<file path="config.mk">
export PLATFORM = sky130hd
export DESIGN_NAME = dma_line_tlp_planner
export DESIGN_NICKNAME = d
export VERILOG_FILES = /design/src/rtl/dma_line_tlp_planner.sv
export SDC_FILE = /design/constraint.sdc
export NUM_CORES = 1
export LEC_CHECK = 0
export ABC_AREA = 1
export BUFFER_PORTS_ARGS = -buffer_cell sky130_fd_sc_hd__clkbuf_2
export CORE_UTILIZATION = 24
export CTS_CLUSTER_SIZE = 24
export DETAILED_ROUTE_END_ITERATION = 10
export PLACE_DENSITY = 0.51
export SLEW_MARGIN = 20
export SYNTH_ARGS = -nofsm -noshare
export SYNTH_HDL_FRONTEND = slang
export SYNTH_SLANG_ARGS = --single-unit
</file>
<file path="constraint.sdc">
create_clock -name i_axi_clk -period 7.95 [get_ports i_axi_clk]
set_input_delay 0.3975 -clock i_axi_clk [delete_from_list [all_inputs] [get_ports i_axi_clk]]
set_output_delay 0.3975 -clock i_axi_clk [all_outputs]
set_load 0.05 [all_outputs]
</file>
<file path="src/rtl/dma_line_tlp_planner.sv">
// Per-line DMA write planner: splits each plane's video line into max-payload, 4 KB-safe PCIe write requests.
// Optional macro DMA_REVERSE_Y_EN adds i_reverse_y so that non-SOF lines can step line bases downward.
module dma_line_tlp_planner #(
  parameter int NUM_PLANES        = 3,
  parameter int MAX_PAYLOAD_BYTES = 128,
  parameter int SIZE_WIDTH        = 24
) (
  input  logic                     i_axi_clk,
  input  logic                     i_axi_reset,
  input  logic [NUM_PLANES*64-1:0] i_cfg_fstart,
  input  logic [SIZE_WIDTH-1:0]    i_cfg_line_size,
  input  logic [SIZE_WIDTH-1:0]    i_cfg_line_pitch,
  input  logic [2:0]               i_cfg_setmaxpld,
`ifdef DMA_REVERSE_Y_EN
  input  logic                     i_reverse_y,
`endif
  input  logic                     i_line_valid,
  input  logic                     i_line_sof,
  output logic                     o_line_ready,
  output logic                     o_req_valid,
  input  logic                     i_req_ready,
  output logic [63:0]              o_req_addr,
  output logic [9:0]               o_req_len_dw,
  output logic [1:0]               o_req_plane,
  output logic                     o_req_last,
  output logic                     o_line_done,
  output logic                     o_err_nosof
);

  localparam int PLD_W = 16;
  localparam int CW    = (SIZE_WIDTH > PLD_W) ? SIZE_WIDTH : PLD_W;

  typedef enum logic [1:0] {S_IDLE, S_CALC, S_ISSUE, S_DONE} state_t;

  state_t                r_state;
  state_t                w_state_nxt;
  logic [SIZE_WIDTH-1:0] r_size;
  logic [SIZE_WIDTH-1:0] r_rem;
  logic [PLD_W-1:0]      r_eff_pld;
  logic [63:0]           r_base [NUM_PLANES];
  logic [63:0]           r_addr;
  logic [1:0]            r_plane;
  logic                  r_sof_seen;
  logic                  r_err_nosof;

  logic                  w_line_hs;
  logic                  w_accept;
  logic                  w_req_hs;
  logic [SIZE_WIDTH-1:0] w_size_in;
  logic [SIZE_WIDTH-1:0] w_pitch_in;
  logic [PLD_W-1:0]      w_pld_code;
  logic [PLD_W-1:0]      w_eff_pld_in;
  logic [CW-1:0]         w_rem_ext;
  logic [CW-1:0]         w_pld_ext;
  logic [CW-1:0]         w_bound;
  logic [CW-1:0]         w_chunk;
  logic                  w_last_chunk;
  logic                  w_last_plane;
  logic                  w_step_down;
  logic [63:0]           w_next_base;

  assign w_line_hs  = o_line_ready & i_line_valid;
  assign w_accept   = w_line_hs & (i_line_sof | r_sof_seen);
  assign w_req_hs   = o_req_valid & i_req_ready;
  assign w_size_in  = {i_cfg_line_size[SIZE_WIDTH-1:2], 2'b00};
  assign w_pitch_in = {i_cfg_line_pitch[SIZE_WIDTH-1:2], 2'b00};
  assign w_pld_code = PLD_W'(128) << i_cfg_setmaxpld;
  assign w_eff_pld_in = (w_pld_code > PLD_W'(MAX_PAYLOAD_BYTES)) ? PLD_W'(MAX_PAYLOAD_BYTES) : w_pld_code;

`ifdef DMA_REVERSE_Y_EN
  assign w_step_down = i_reverse_y;
`else
  assign w_step_down = 1'b0;
`endif

  // Chunk is the tightest of remaining bytes, payload ceiling and distance to the next 4 KB page.
  always_comb begin
    w_rem_ext = CW'(r_rem);
    w_pld_ext = CW'(r_eff_pld);
    w_bound   = CW'(13'h1000 - {1'b0, r_addr[11:0]});
    w_chunk   = w_rem_ext;
    if (w_pld_ext < w_chunk) w_chunk = w_pld_ext;
    if (w_bound < w_chunk)   w_chunk = w_bound;
  end

  assign w_last_chunk = (w_rem_ext == w_chunk);
  assign w_last_plane = (r_plane == 2'(NUM_PLANES - 1));

  always_comb begin
    w_next_base = '0;
    for (int p = 0; p < NUM_PLANES; p++) begin
      if (2'(p) == r_plane + 2'd1) w_next_base = r_base[p];
    end
  end

  always_ff @(posedge i_axi_clk) begin
    if (i_axi_reset) r_state <= S_IDLE;
    else             r_state <= w_state_nxt;
  end

  always_comb begin
    w_state_nxt  = r_state;
    o_line_ready = 1'b0;
    o_req_valid  = 1'b0;
    o_line_done  = 1'b0;
    o_req_last   = 1'b0;
    case (r_state)
      S_IDLE: begin
        o_line_ready = 1'b1;
        w_state_nxt  = w_accept ? S_CALC : S_IDLE;
      end
      S_CALC: begin
        w_state_nxt = (r_size == '0) ? S_DONE : S_ISSUE;
      end
      S_ISSUE: begin
        o_req_valid = 1'b1;
        o_req_last  = w_last_plane & w_last_chunk;
        if (w_req_hs && w_last_chunk && w_last_plane) w_state_nxt = S_DONE;
      end
      S_DONE: begin
        o_line_done  = 1'b1;
        o_line_ready = 1'b1;
        w_state_nxt  = w_accept ? S_CALC : S_IDLE;
      end
      default: w_state_nxt = S_IDLE;
    endcase
  end

  assign o_req_addr   = r_addr;
  assign o_req_len_dw = 10'(w_chunk >> 2);
  assign o_req_plane  = r_plane;
  assign o_err_nosof  = r_err_nosof;

  // A plane change reloads addr/rem in the same edge as the final handshake, so issue never bubbles.
  always_ff @(posedge i_axi_clk) begin
    if (i_axi_reset) begin
      r_size      <= '0;
      r_rem       <= '0;
      r_eff_pld   <= '0;
      r_addr      <= '0;
      r_plane     <= '0;
      r_sof_seen  <= 1'b0;
      r_err_nosof <= 1'b0;
      for (int p = 0; p < NUM_PLANES; p++) r_base[p] <= '0;
    end else begin
      r_err_nosof <= w_line_hs & ~i_line_sof & ~r_sof_seen;
      if (w_accept) begin
        r_size    <= w_size_in;
        r_eff_pld <= w_eff_pld_in;
        if (i_line_sof) begin
          r_sof_seen <= 1'b1;
          for (int p = 0; p < NUM_PLANES; p++)
            r_base[p] <= {i_cfg_fstart[64*p+2 +: 62], 2'b00};
        end else begin
          for (int p = 0; p < NUM_PLANES; p++)
            r_base[p] <= w_step_down ? r_base[p] - 64'(w_pitch_in) : r_base[p] + 64'(w_pitch_in);
        end
      end
      case (r_state)
        S_CALC: begin
          r_addr  <= r_base[0];
          r_rem   <= r_size;
          r_plane <= '0;
        end
        S_ISSUE: begin
          if (w_req_hs) begin
            if (w_last_chunk && !w_last_plane) begin
              r_plane <= r_plane + 2'd1;
              r_addr  <= w_next_base;
              r_rem   <= r_size;
            end else begin
              r_addr <= r_addr + 64'(w_chunk);
              r_rem  <= r_rem - SIZE_WIDTH'(w_chunk);
            end
          end
        end
        default: ;
      endcase
    end
  end

endmodule
</file>
==> impl_metrics.json <==
{
  "status": "finished clean",
  "grt_overflow": 0,
  "ys.flop_type": "edfxtp_1",
  "tightest_slew_ns": 1.085,
  "clock-root-buffer": "clkbuf_16",
  "cts.sinks": 310,
  "area_growth_pct": 16.72,
  "slew_headroom": 0.2766,
  "crit_required_ns": 8.45,
  "yosysWarnings": 0,
  "finalSetupTns_ns": 0,
  "reg2reg_slack_ns": 1.42,
  "r2r_end": "o_req_addr[30]",
  "grt_use_total": 0.2272,
  "place_congestion": 0.9882,
  "synthesis.area_um2": 28320,
  "clock_latency_ns": 0.62,
  "grt_util_met2": 0.3840,
  "critical-path-max-stage-delay_ns": 0.66,
  "grt_pass1_vias": 29660,
  "dp_hpwl_um": 114300,
  "syn_inst": 4433,
  "cp-start-kind": "flip-flop",
  "fin_cells": 6263,
  "cpMostUsedCell": "nand2_1",
  "floorplan.initialDensity": 0.2428,
  "cts_max_path_buffers": 3,
  "synth-seq-cells": 310,
  "drt-total-wl_um": 140800,
  "reg2regPathDepth": 32,
  "async_reset_ff_frac": 0,
  "ios": 329,
  "use_met1": 0.3042,
  "drv_cap": 0,
  "rsz0062_at_grt": "no",
  "crit_path_end_kind": "flip-flop",
  "place_inst": 6176,
  "rows": 125,
  "dr.pass1.iters": 6,
  "min_path_type": "primary input to flip-flop",
  "globalRouteMet3Util": 0.01899,
  "top_usage_layer": "met2",
  "die_h_um": 345.5,
  "antenna_left": 0,
  "grt_pass1_wl_um": 201100,
  "grt_max_degree": 118,
  "critPathMaxFanout": 26,
  "min_period_over_period": 0.8219,
  "maxSlewViolCount": 0,
  "hold_viol_final": 0,
  "multi_input_area_um2": 17800,
  "ir_drop_mv": 0.4377,
  "n_fill_cell": 13270,
  "via_per_inst": 5.008,
  "clk_pin_slew_worst_paths_ns": 0.06,
  "wl_per_cell_um": 22.48,
  "period_needed_ns": 6.534,
  "crit_start": "r_rem[13]",
  "synth.distinct_cells": 63,
  "arrival_ns": 7.04,
  "n_antenna_cell": 0,
  "core_um2": 116700,
  "cts_tree": "yes",
  "htreeDepth": 2,
  "drive_gt1_frac": 0.1078,
  "avgSynthCellArea_um2": 6.390,
  "cp_slowest_cell": "inv_2",
  "p_leak_nw": 14.55,
  "cts_buffers": 43,
  "powerDensity_nw_per_um2": 440.0,
  "rr_startpoint": "r_rem[13]",
  "seqCellArea_um2": 8068,
  "drc_errors": 0,
  "die_width_um": 345.5,
  "crit_end": "o_req_addr[30]",
  "skew_ns": 0.04249,
  "antenna_found_initial": 5,
  "max_freq_ghz": 0.1530,
  "fin_nets": 5101,
  "die_area_um2": 119400,
  "synth_edf_count": 186,
  "crit_type": "flip-flop to flip-flop",
  "port_buffers": 315,
  "finalSetupViolCount": 0,
  "num_vias": 31360,
  "dr.first_iter.drc_count": 2959,
  "yosysSeqAreaShare": 0.2848
}
==> synth_stat cells (6+ instances only) <==
master / n / area, um^2
buf_2: 25 / 125.1
o21ai_1: 61 / 305.3
clkbuf_1: 99 / 371.6
nand4_1: 73 / 456.7
and3_1: 10 / 62.56
nor4_1: 50 / 312.8
a21o_1: 12 / 90.09
nand2_2: 13 / 81.33
nand3b_1: 18 / 135.1
a221oi_1: 25 / 219.0
nor3_1: 94 / 470.5
nor2_1: 382 / 1434
o21bai_1: 20 / 150.1
o221ai_1: 20 / 175.2
xnor2_1: 33 / 289.0
o31ai_1: 7 / 52.55
nand3_1: 283 / 1416
nor2_2: 16 / 100.1
or2_2: 23 / 143.9
o211ai_1: 35 / 262.8
edfxtp_1: 186 / 5585
a31oi_1: 16 / 100.1
a21oi_1: 300 / 1501
dfxtp_1: 124 / 2482
nor3_2: 7 / 70.07
nand3_2: 6 / 60.06
inv_2: 19 / 71.32
inv_1: 509 / 1911
a22oi_1: 8 / 60.06
ha_1: 142 / 1777
a32o_1: 8 / 80.08
xor2_1: 70 / 613.1
nand2_1: 1349 / 5064
a22o_1: 18 / 157.7
o21ai_0: 304 / 1521
==> timing repair <==
action                     in CTS  in global routing
gates resized for setup         0                  0
hold buffers                    9                  0
setup buffers                   0                  0
hold endpoints to repair        9                  0
setup endpoints to repair       0                  0
==> power by group <==
part	leakage, nW	total, W	internal (W)	switching, W
registers	2.99	0.00294	0.00221	0.000727
clock network	0.699	0.00207	0.00121	0.000860
logic	10.9	0.00953	0.00274	0.00679
total	14.6	0.0145	0.00617	0.00837
==> flip-flops by register name, indices dropped and copies added (netlist names) <==
register     flops
r_base         186
o_req_addr      64
r_rem           24
r_size          22
r_eff_pld        8
o_req_plane      2
r_state          2
o_err_nosof      1
r_sof_seen       1
==> cell type report <==
cell class | instances | area share
multi-input cells | 3477 | 0.5384
flip-flops and latches | 310 | 0.2440
inverters | 529 | 0.06025
well taps | 1524 | 0.05768
repair buffers | 345 | 0.05556
clock buffers | 55 | 0.03561
clock inverters | 23 | 0.008478
==> critical path, delay by kind of cell (launching register included) <==
| family | cells | cell delay [ns] |
|---|---|---|
| and+or+nand+nor | 19 | 2.65 |
| DFF | 1 | 0.44 |
| buffers and inverters | 5 | 1.21 |
| adders and majority gates | 3 | 0.94 |
| AOI/OAI and AO/OA | 5 | 1.15 |
==> per-layer routing <==
| metal | share of wire | routed length (um) |
|---|---|---|
| met2 | 0.47 | 65750 |
| met4 | 0.034 | 4767 |
| met1 | 0.45 | 63610 |
| met5 | 0 | 0 |
| met3 | 0.047 | 6632 |
==> stage by stage <==
stage	instance area, um^2	worst slack [ns]	hold slack (ns)	utilization	power [W]
3_3_place_gp	31510	1.559	0.4402	0.2701	0.01236
6_report	33060	1.416	0.01888	0.2833	0.01455
4_1_cts	33060	1.386	0.007497	0.2833	0.01452
3_5_place_dp	31510	1.445	0.4410	0.2701	0.01238
5_1_grt	33060	0.8167	0.03708	0.2833	0.01564
2_1_floorplan	28400	0.4582	0.4205	-	0.009460
==> worst min path at each step <==
stage | slack (ns) | start | cells past startpoint | to
floorplan | 0.42 | r_sof_seen | 1 | o_err_nosof
global placement | 0.44 | r_eff_pld[11] | 2 | r_eff_pld[11]
detailed placement | 0.44 | r_eff_pld[10] | 2 | r_eff_pld[10]
CTS | 0.007 | i_cfg_line_size[23] | 3 | r_size[23]
global route | 0.04 | i_cfg_line_size[7] | 3 | r_size[7]
finish | 0.02 | i_cfg_line_size[23] | 3 | r_size[23]
==> cell usage in the layout, fill, tap and decap left out, drive strengths merged, types with 18 or more instances in the layout <==
| cell type | netlist | final |
|---|---|---|
| a21oi | 305 | 305 |
| a221oi | 25 | 25 |
| a22o | 18 | 18 |
| buf | 37 | 21 |
| clkbuf | 99 | 370 |
| conb | 2 | 21 |
| dfxtp | 124 | 124 |
| edfxtp | 186 | 186 |
| ha | 142 | 142 |
| inv | 528 | 529 |
| nand2 | 1366 | 1366 |
| nand3 | 289 | 289 |
| nand3b | 18 | 18 |
| nand4 | 73 | 73 |
| nor2 | 399 | 399 |
| nor3 | 101 | 101 |
| nor4 | 52 | 52 |
| o211ai | 35 | 35 |
| o21ai | 368 | 368 |
| o21bai | 21 | 21 |
| o221ai | 20 | 20 |
| or2 | 28 | 28 |
| xnor2 | 33 | 33 |
| xor2 | 70 | 70 |
==> logic make-up (layout without fill, tap and decap cells) <==
family | after synthesis | after routing | share of synthesized area
AND/OR/NAND/NOR | 2343 | 2343 | 0.3521
buffers and inverters | 665 | 952 | 0.09042
AO/OA/AOI/OAI | 863 | 863 | 0.1743
adder cells (fa/ha/maj) | 147 | 147 | 0.06626
flip-flops | 310 | 310 | 0.2848
other | 2 | 21 | 0.0002651
XOR/XNOR | 103 | 103 | 0.03185
(Power assumes the default switching activity.)
